File: src/rtl/dma_dcpl_drain_pkg.sv
// Shared types and default constants for the DMA decouple-drain block.
package dma_dcpl_drain_pkg;

    localparam int N_OUTSTANDING_DEF = 16;
    localparam int DRAIN_TIMEOUT_DEF = 4096;

    typedef enum logic [1:0] {
        ST_ACTIVE,
        ST_DRAIN,
        ST_DECOUPLED
    } drain_state_t;

    // DMA request descriptor passed through untouched.
    typedef struct packed {
        logic [47:0] vaddr;
        logic [27:0] len;
        logic        last;
    } dma_req_t;

    // Completion indication returned by the DMA engine.
    typedef struct packed {
        logic done;
    } dma_rsp_t;

endpackage

File: src/rtl/dma_dcpl_drain_if.sv
// DMA request channel: descriptor with valid/ready plus a completion strobe.
interface dma_dcpl_drain_if;
    import dma_dcpl_drain_pkg::*;

    dma_req_t req;
    logic     valid;
    logic     ready;
    dma_rsp_t rsp;

    // Requester side: issues descriptors, receives ready and completions.
    modport m (output req, output valid, input ready, input rsp);
    // Responder side: accepts descriptors, returns ready and completions.
    modport s (input req, input valid, output ready, output rsp);

endinterface

File: src/rtl/dma_dcpl_drain_outstanding_cnt.sv
// Up/down counter of in-flight DMA requests with floor saturation.
// cnt_upd is the next value before any clear, so callers can look ahead
// without creating a loop through their own clear decision.
module dma_outstanding_cnt #(
    parameter int CNT_BITS = 5
) (
    input  logic                clk,
    input  logic                rst,
    input  logic                inc,
    input  logic                dec,
    input  logic                clr,
    output logic [CNT_BITS-1:0] cnt,
    output logic [CNT_BITS-1:0] cnt_upd,
    output logic                underflow
);

    // Next count: simultaneous inc/dec cancel, dec at zero stays at zero.
    always_comb begin
        cnt_upd   = cnt;
        underflow = 1'b0;
        if (inc && !dec) begin
            cnt_upd = cnt + CNT_BITS'(1);
        end else if (dec && !inc) begin
            if (cnt == '0) begin
                underflow = 1'b1;
            end else begin
                cnt_upd = cnt - CNT_BITS'(1);
            end
        end
    end

    // Count register; clear drops all tracked requests at once.
    always_ff @(posedge clk) begin
        if (rst || clr) begin
            cnt <= '0;
        end else begin
            cnt <= cnt_upd;
        end
    end

endmodule

File: src/rtl/dma_dcpl_drain.sv
// Credit-limits DMA requests and drains in-flight traffic before asserting
// decouple, so reconfiguration never cuts an active transfer.
module dma_dcpl_drain
    import dma_dcpl_drain_pkg::*;
#(
    parameter int N_OUTSTANDING = N_OUTSTANDING_DEF,
    parameter int DRAIN_TIMEOUT = DRAIN_TIMEOUT_DEF,
    localparam int CNT_BITS = $clog2(N_OUTSTANDING + 1)
) (
    input  logic                aclk,
    input  logic                areset,
    input  logic                decouple_req,
    output logic                decouple,
    output logic                drain_busy,
    output logic [CNT_BITS-1:0] outstanding,
    output logic                drain_timeout,
    output logic                rsp_underflow,
    input  logic                clr_flags,
    dma_dcpl_drain_if.s         s_req,
    dma_dcpl_drain_if.m         m_req
);

    localparam int TO_BITS = (DRAIN_TIMEOUT > 1) ? $clog2(DRAIN_TIMEOUT) : 1;
    localparam bit TO_EN = (DRAIN_TIMEOUT != 0);
    localparam logic [TO_BITS-1:0] TO_LAST = TO_BITS'((DRAIN_TIMEOUT > 0) ? DRAIN_TIMEOUT - 1 : 0);
    localparam logic [CNT_BITS-1:0] CNT_LIMIT = CNT_BITS'(N_OUTSTANDING);

    drain_state_t        state;
    drain_state_t        state_nxt;
    logic [TO_BITS-1:0]  tcnt;
    logic [CNT_BITS-1:0] cnt_upd;
    logic                issue_ok;
    logic                issue;
    logic                inc;
    logic                dec;
    logic                cnt_clr;
    logic                cnt_uf;
    logic                to_hit;
    logic                to_exit;

    // Descriptor and completion pass straight through.
    assign m_req.req = s_req.req;
    assign s_req.rsp = m_req.rsp;

    // The gate is built from registered state only, so valid never feeds ready.
    assign issue_ok    = (state == ST_ACTIVE) && (outstanding < CNT_LIMIT);
    assign issue       = s_req.valid && issue_ok;
    assign m_req.valid = issue;
    assign s_req.ready = m_req.ready && issue_ok;

    assign inc        = issue && m_req.ready;
    assign dec        = m_req.rsp.done;
    assign drain_busy = (state == ST_DRAIN);
    assign to_hit     = TO_EN && (tcnt == TO_LAST);

    // Completions are masked downstream once decoupled, so the count is dropped.
    assign cnt_clr = (state_nxt == ST_DECOUPLED);

    dma_outstanding_cnt #(
        .CNT_BITS (CNT_BITS)
    ) u_cnt (
        .clk       (aclk),
        .rst       (areset),
        .inc       (inc),
        .dec       (dec),
        .clr       (cnt_clr),
        .cnt       (outstanding),
        .cnt_upd   (cnt_upd),
        .underflow (cnt_uf)
    );

    // Next-state logic; a drain that empties wins over a simultaneous timeout.
    always_comb begin
        state_nxt = state;
        to_exit   = 1'b0;
        case (state)
            ST_ACTIVE: begin
                if (decouple_req) state_nxt = ST_DRAIN;
            end
            ST_DRAIN: begin
                if (!decouple_req) begin
                    state_nxt = ST_ACTIVE;
                end else if (cnt_upd == '0) begin
                    state_nxt = ST_DECOUPLED;
                end else if (to_hit) begin
                    state_nxt = ST_DECOUPLED;
                    to_exit   = 1'b1;
                end
            end
            ST_DECOUPLED: begin
                if (!decouple_req) state_nxt = ST_ACTIVE;
            end
            default: state_nxt = ST_ACTIVE;
        endcase
    end

    // State register and registered decouple output.
    always_ff @(posedge aclk) begin
        if (areset) begin
            state    <= ST_ACTIVE;
            decouple <= 1'b0;
        end else begin
            state    <= state_nxt;
            decouple <= (state_nxt == ST_DECOUPLED);
        end
    end

    // Drain timer runs only while staying in DRAIN.
    always_ff @(posedge aclk) begin
        if (areset) begin
            tcnt <= '0;
        end else if (state == ST_DRAIN && state_nxt == ST_DRAIN) begin
            tcnt <= tcnt + TO_BITS'(1);
        end else begin
            tcnt <= '0;
        end
    end

    // Sticky flags; a set in the same cycle as a clear takes precedence.
    always_ff @(posedge aclk) begin
        if (areset) begin
            drain_timeout <= 1'b0;
            rsp_underflow <= 1'b0;
        end else begin
            if (to_exit) begin
                drain_timeout <= 1'b1;
            end else if (clr_flags) begin
                drain_timeout <= 1'b0;
            end
            if (cnt_uf && !cnt_clr) begin
                rsp_underflow <= 1'b1;
            end else if (clr_flags) begin
                rsp_underflow <= 1'b0;
            end
        end
    end

endmodule

File: src/flat_wrapper.sv
// flat-port wrapper written by rule: the top's interface ports become plain ports
module dma_dcpl_drain_flat import dma_dcpl_drain_pkg::*;
#(
    parameter int N_OUTSTANDING = N_OUTSTANDING_DEF,
    parameter int DRAIN_TIMEOUT = DRAIN_TIMEOUT_DEF,
    localparam int CNT_BITS = $clog2(N_OUTSTANDING + 1)
)
  (aclk, areset, decouple_req, decouple, drain_busy, outstanding, drain_timeout, rsp_underflow, clr_flags, s_req_req, s_req_valid, s_req_ready, s_req_rsp, m_req_req, m_req_valid, m_req_ready, m_req_rsp);
  dma_dcpl_drain_if s_req_i ();
  dma_dcpl_drain_if m_req_i ();
  input  logic aclk;
  input  logic areset;
  input  logic decouple_req;
  output logic decouple;
  output logic drain_busy;
  output logic [CNT_BITS-1:0] outstanding;
  output logic drain_timeout;
  output logic rsp_underflow;
  input  logic clr_flags;
  input wire logic [$bits(s_req_i.req)-1:0] s_req_req;
  input wire logic [$bits(s_req_i.valid)-1:0] s_req_valid;
  output wire logic [$bits(s_req_i.ready)-1:0] s_req_ready;
  output wire logic [$bits(s_req_i.rsp)-1:0] s_req_rsp;
  output wire logic [$bits(m_req_i.req)-1:0] m_req_req;
  output wire logic [$bits(m_req_i.valid)-1:0] m_req_valid;
  input wire logic [$bits(m_req_i.ready)-1:0] m_req_ready;
  input wire logic [$bits(m_req_i.rsp)-1:0] m_req_rsp;
  assign s_req_i.req = s_req_req;
  assign s_req_i.valid = s_req_valid;
  assign s_req_ready = s_req_i.ready;
  assign s_req_rsp = s_req_i.rsp;
  assign m_req_req = m_req_i.req;
  assign m_req_valid = m_req_i.valid;
  assign m_req_i.ready = m_req_ready;
  assign m_req_i.rsp = m_req_rsp;
  dma_dcpl_drain #(.N_OUTSTANDING(N_OUTSTANDING), .DRAIN_TIMEOUT(DRAIN_TIMEOUT)) u_core (.aclk(aclk), .areset(areset), .decouple_req(decouple_req), .decouple(decouple), .drain_busy(drain_busy), .outstanding(outstanding), .drain_timeout(drain_timeout), .rsp_underflow(rsp_underflow), .clr_flags(clr_flags), .s_req(s_req_i), .m_req(m_req_i));
endmodule
File: config.mk
export PLATFORM = sky130hd
export DESIGN_NAME = dma_dcpl_drain_flat
export DESIGN_NICKNAME = d
export VERILOG_FILES = /design/src/rtl/dma_dcpl_drain_pkg.sv /design/src/rtl/dma_dcpl_drain_if.sv /design/src/rtl/dma_dcpl_drain_outstanding_cnt.sv /design/src/rtl/dma_dcpl_drain.sv /design/src/flat_wrapper.sv
export SDC_FILE = /design/constraint.sdc
export NUM_CORES = 1
export LEC_CHECK = 0
export ABC_AREA = 1
export ABC_CLOCK_PERIOD_IN_PS = 2250
export BUFFER_PORTS_ARGS = -buffer_cell sky130_fd_sc_hd__buf_2
export CORE_MARGIN = 2
export CORE_UTILIZATION = 33
export DETAILED_ROUTE_END_ITERATION = 8
export PLACE_DENSITY_LB_ADDON = 0.15
export SKIP_CTS_REPAIR_TIMING = 1
export SLEW_MARGIN = 20
export SYNTH_ARGS = -nofsm -noshare
export SYNTH_HDL_FRONTEND = slang
export SYNTH_HIERARCHICAL = 1
export SYNTH_SLANG_ARGS = --single-unit
File: constraint.sdc
create_clock -name aclk -period 2.25 [get_ports aclk]
set_input_delay 0.1125 -clock aclk [delete_from_list [all_inputs] [get_ports aclk]]
set_output_delay 0.1125 -clock aclk [all_outputs]
set_load 0.005 [all_outputs]
Word level (Yosys, flattened, before mapping)
Cells that the tools add are included.
W data, S select, Z words.
Word-level totals
  flip-flop bits (word level): 22
  logic and storage cells: 53
  bits of input ports: 84
Operators by class
  equality and inequality tests: 5
  $lt $le $gt $ge: 1
  bitwise operators: 1
  $add $sub $neg: 3
  reduce and logical (&&, ||, !) cells: 18
  mux-type cells: 19
Operator list (count)
  $mux W5: 3
  $add A12 B1 Y12 const B: 1
  $eq A12 B12 Y1 const B: 1
  $logic_not A5 Y1: 2
  $mux W1: 10
  $mux W2: 5
  $logic_and A1 B1 Y1: 8
  $pmux W2 S3: 1
  $add A5 B1 Y5 const B: 1
  $lt A5 B5 Y1 const B: 1
  $sub A5 B1 Y5 const B: 1
  $eq A2 B1 Y1 const B: 2
  $eq A2 B2 Y1 const B: 2
  $reduce_bool A2 Y1: 2
  $logic_not A1 Y1: 3
  $logic_not A2 Y1: 1
  $reduce_or A2 Y1: 1
  $logic_or A1 B1 Y1: 1
  $not A1 Y1: 1

Longest topological paths before layout
  word-level depth: 16
  gate-level depth with buffers: 19

By module
Netlist, hierarchy kept.
By module, submodules not included
  dma_dcpl_drain: cells each 184, area an instance 1371.3 um2, times used 1
  dma_outstanding_cnt: cells each 68, area an instance 414.1 um2, times used 1

Worst setup path before layout
No wires, ideal clock.
  path kind: reg2reg
  from: register u_core.state[1]
  to: register u_core.tcnt[2]
  stages on the path, launching flop included: 20
  data arrival time: 2.025 ns
  slack: 0.109 ns
  period minus slack after synthesis: 2.141 ns
  setup time: 0.116 ns
  buffers on the path: 1
  data required time: 2.134 ns
  cell sequence: dfxtp_1 -> nor2_1 -> nand2_1 -> nor3_1 -> inv_2 -> nor2_4 -> inv_2 -> nand2_1 -> nand2_1 -> nand2_1 -> nor2_1 -> nor2_2 -> inv_1 -> nor3_1 -> nand2_1 -> nand2_1 -> nand2_1 -> nand4_2 -> buf_6 -> nor2_1
Between the ends
  cells in the longest elaborated chain, start to end: 16
RTL lines
  start, declared: line dma_dcpl_drain.sv:28  | drain_state_t state;
  start signal, assigned: line dma_dcpl_drain.sv:103  | state <= state_nxt;
  $logic_not A2 Y1 (*): line dma_dcpl_drain.sv:46  | assign issue_ok = (state == ST_ACTIVE) && (outstanding < CNT_LIMIT);
  $logic_and A1 B1 Y1 (*): line dma_dcpl_drain.sv:46
  $logic_and A1 B1 Y1 (*): line dma_dcpl_drain.sv:47  | assign issue = s_req.valid && issue_ok;
  $logic_and A1 B1 Y1 (*): line dma_dcpl_drain.sv:51  | assign inc = issue && m_req.ready;
  via u_core.inc: line dma_dcpl_drain.sv:34  | logic inc;
  $logic_not A1 Y1: line dma_dcpl_drain_outstanding_cnt.sv:23  | end else if (dec && !inc) begin
  $logic_and A1 B1 Y1: line dma_dcpl_drain_outstanding_cnt.sv:23
  $mux W5: line dma_dcpl_drain_outstanding_cnt.sv:23
  [... 1 more ...]
  via u_core.cnt_upd[2]: line dma_dcpl_drain.sv:31  | logic [CNT_BITS-1:0] cnt_upd;
  $logic_not A5 Y1 (*): line dma_dcpl_drain.sv:83  | end else if (cnt_upd == '0) begin
  $mux W2 (*): line dma_dcpl_drain.sv:83
  $mux W2 (*): line dma_dcpl_drain.sv:81  | if (!decouple_req) begin
  $pmux W2 S3 (*): line dma_dcpl_drain.sv:76  | case (state)
  $eq A2 B1 Y1 (*): line dma_dcpl_drain.sv:112  | end else if (state == ST_DRAIN && state_nxt == ST_DRAIN) begin
  $logic_and A1 B1 Y1 (*): line dma_dcpl_drain.sv:112
  $not A1 Y1 (no source line) (*)
  $reduce_or A2 Y1 (no source line) (*)
  end signal, assigned: line dma_dcpl_drain.sv:113  | tcnt <= tcnt + TO_BITS'(1);
  end, declared: line dma_dcpl_drain.sv:30  | logic [TO_BITS-1:0] tcnt;
Mark *: on every way through the listed nets, which the timed path passes. The rest lies on a longest branch.
A chain may end at the register's enable or synchronous reset.

Worst setup path after layout
  from: register u_core.u_cnt.cnt[4]
  to: register u_core.u_cnt.cnt[1]
Between the ends
  cells in the longest elaborated chain, start to end: 14
RTL lines
  start, declared: line dma_dcpl_drain_outstanding_cnt.sv:12  | output logic [CNT_BITS-1:0] cnt,
  start signal, assigned: line dma_dcpl_drain_outstanding_cnt.sv:37  | cnt <= cnt_upd;
  $lt A5 B5 Y1 (*): line dma_dcpl_drain.sv:46
  $logic_and A1 B1 Y1 (*): line dma_dcpl_drain.sv:46
  $logic_and A1 B1 Y1 (*): line dma_dcpl_drain.sv:47
  $logic_and A1 B1 Y1 (*): line dma_dcpl_drain.sv:51
  via u_core.inc: line dma_dcpl_drain.sv:34
  $logic_not A1 Y1: line dma_dcpl_drain_outstanding_cnt.sv:23
  $logic_and A1 B1 Y1: line dma_dcpl_drain_outstanding_cnt.sv:23
  $mux W5: line dma_dcpl_drain_outstanding_cnt.sv:23
  $mux W5 (*): line dma_dcpl_drain_outstanding_cnt.sv:21  | if (inc && !dec) begin
  via u_core.cnt_upd[4]: line dma_dcpl_drain.sv:31
  $logic_not A5 Y1 (*): line dma_dcpl_drain.sv:83
  $mux W2 (*): line dma_dcpl_drain.sv:83
  $mux W2 (*): line dma_dcpl_drain.sv:81
  $pmux W2 S3 (*): line dma_dcpl_drain.sv:76
  $eq A2 B2 Y1 (*): line dma_dcpl_drain.sv:57  | assign cnt_clr = (state_nxt == ST_DECOUPLED);
  via u_core.cnt_clr: line dma_dcpl_drain.sv:36  | logic cnt_clr;
  $logic_or A1 B1 Y1 (*): line dma_dcpl_drain_outstanding_cnt.sv:34  | if (rst || clr) begin
Marks and branches as above.

==> results.toml <==
[yosys]
yosysWarnings = 6
synthesis.nets = 339
synth_cell_types = 22
synthTopCellsByArea = "buf_4 33%, dfxtp_1 25%, nand2_1 8.0%"
mappedNetlistArea_sq_um = 1785
syn_avg_cell_area_sq_um = 7.085
synth-seq-area-share_pct = 24.67
yosysTopAreaCell = "buf_4"
synth_cells = 252
ys_ff_latch = 22
synth_top_area_share_pct = 32.80

[layout]
layout_commonest_cell = "nor2_1"
num_antenna_cells = 0
final_cells = 282
area_growth_pct = -9.881
final_nets = 300
stdcell_area_sq_um = 1609
final_util_pct = 31.11
drive_above_1_share_pct = 32.08
final_cell_mix = "34 x nor2_1, 33 x nand2_1, 23 x inv_1"

[sta]
finalHoldViolations = 0
rsz0062_at_grt = "yes"
layout_setup_ws_ns = -0.008273
fmax_mhz = 442.8
period_share_pct = 100.4
worstMarginPinSlew_ns = 0.4687
slew_headroom_pct = 68.64
finalCriticalPeriod_ns = 2.258
fin_skew_ns = 0.002540
setup_viol = 1
maxSlewViolCount = 0

[global_routing]
gr-usage-all-layers_pct = 11.07
antenna_found_initial = 0
grt_pass1_wl_mm = 5.382
grt_pass1_vias = 1172
grt_max_degree = 13
gr-total-overflow = 0

[floorplan]
initial_utilization_pct = 34.52
dieArea_sq_um = 6015
core_sq_um = 5172
num_rows = 26
die_y_microns = 77.56
ios = 173
die_w_microns = 77.56

[routing]
drt_wl_total_mm = 3.326
dr.pass1.iters = 4
wl_per_cell_microns = 11.79
vias = 1201
drtIter0Drc = 53
vias_per_cell = 4.259
drc_errors = 0
ant_nets = 0

[place]
gp_congestion = 0.7281
dp.cells = 272
io_buffers = 18
preCtsSetupSlack_ns = -0.01411
place_area_sq_um = 1449
dp_hpwl_mm = 2.543

[clocking]
h-tree-depth = 1
cts.reportedPaths.clkPinSlew_ns = 0.08
clock_latency_ns = 0.26
cts_root_buffer = "clkbuf_8"
cts_buffer_depth = 2
cts.sinks = 22
cts_tree = "done"
cts_buffers = 3

[setup_path]
crit_top_cell = "nand2_2"
cp_slowest_cell = "dfxtp_2"
required_ns = 2.44
crit_type = "flop to flop"
critical_path_peak_fanout = 5
arrival_ns = 2.45
start_kind = "flop"
end_kind = "flop"
slowest_delay_ns = 0.33
cp_cell_sequence = "nor2_2 > nand2_2 > nor3_2 > buf_4 > inv_2 > nor2_4 > buf_4 > buf_4 > nand4_1 > nand2_1 > nor3_2 > nand2_1 > nand2_2 > nand2_2 > nand2_2 > or2_4 > a21oi_1"

[power]
power_density_nw_per_um2 = 838.7
worst_ir_drop_vdd_mv = 0.4165
leakage_uw = 0.0007103

[outcome]
violations = "setup timing"
outcome = "complete, but fails checks"

[min_path]
hold_class = "input port to flop"

[job]
maxCapViolCount = 0
## sequential cells by signal (all words and copies together) (netlist names)
name,count
u_core/u_cnt/cnt,5
u_core/drain_timeout,1
u_core/tcnt,12
u_core/decouple,1
u_core/rsp_underflow,1
u_core/state,2
## routing by layer
layer / track usage (%) / vias up / share of wire, %
li1: - / 613 / -
met1: 11.84 / 506 / 41
met2: 16.78 / 54 / 43
met3: 5.465 / 28 / 11
met4: 8.214 / 0 / 5.6
met5: 0 / - / 0
## final cells by class
| class | instances | area, sq um |
|---|---|---|
| clock buffer | 4 | 55.05 |
| fill | 583 | 3563 |
| inverter | 26 | 97.59 |
| multi-input combinational | 126 | 716.9 |
| sequential | 22 | 441.7 |
| tap | 70 | 87.58 |
| timing repair buffer | 34 | 210.2 |
## worst paths after layout
path	cells after the start	start	slack, ns	end
setup / recovery	17	u_core/u_cnt/cnt[4]	-0.008	u_core/u_cnt/cnt[1]
hold / removal	2	areset	0.09	u_core/drain_timeout
setup reg to reg	17	u_core/u_cnt/cnt[4]	-0.008	u_core/u_cnt/cnt[1]
hold reg to reg	1	u_core/tcnt[0]	0.46	u_core/tcnt[0]
## cell usage after synthesis
master    count
inv_1        23
ha_1          3
nand3_2       2
nand2_2       1
nor2_1       35
nand4_2       1
nand4_1       2
xor2_1        5
nand3_1      11
buf_4        78
nor2_2        7
or2_2         1
buf_6         1
nand2_1      38
inv_2         3
nor2_4        3
dfxtp_1      22
xnor2_1       6
o21ai_1       1
o21bai_1      1
a21oi_1       6
nor3_1        2
## power breakdown
group	internal, uW	switching, uW	leakage [uW]	total [uW]
combinational	261	334	0.000503	595
clock	156	126	0.0000288	282
sequential	429	43.5	0.000179	473
## critical path, delay by kind of cell, from the launching register on
family,cells,cell delay [ns]
AO/OA/AOI/OAI,1,0.12
AND/OR/NAND/NOR,12,1.31
buffers and inverters,4,0.43
flip-flops,1,0.33
## metrics by stage
stage	hold WS (ns)	setup TNS, ns	power (uW)
after floorplan	0.1816	0	922.5
after CTS	0.08093	-0.2877	1294
after global routing	0.09656	-4.099	1479
final	0.09348	-0.008273	1349
after global placement	0.2250	-0.006951	1017
after detailed placement	0.2250	-0.05609	1001
## logic make-up (layout without fill, tap and decap cells)
family                     after synthesis  after routing  share of synthesized area [%]
buffers and inverters                  105             64                          38.89
and+or+nand+nor                        103            104                          26.56
DFF                                     22             22                          24.67
xor gates and xnor gates                11             11                          5.396
AOI/OAI and AO/OA                        8              8                          2.383
adders and majority gates                3              3                          2.103
Power figures use the tool's default switching activity.
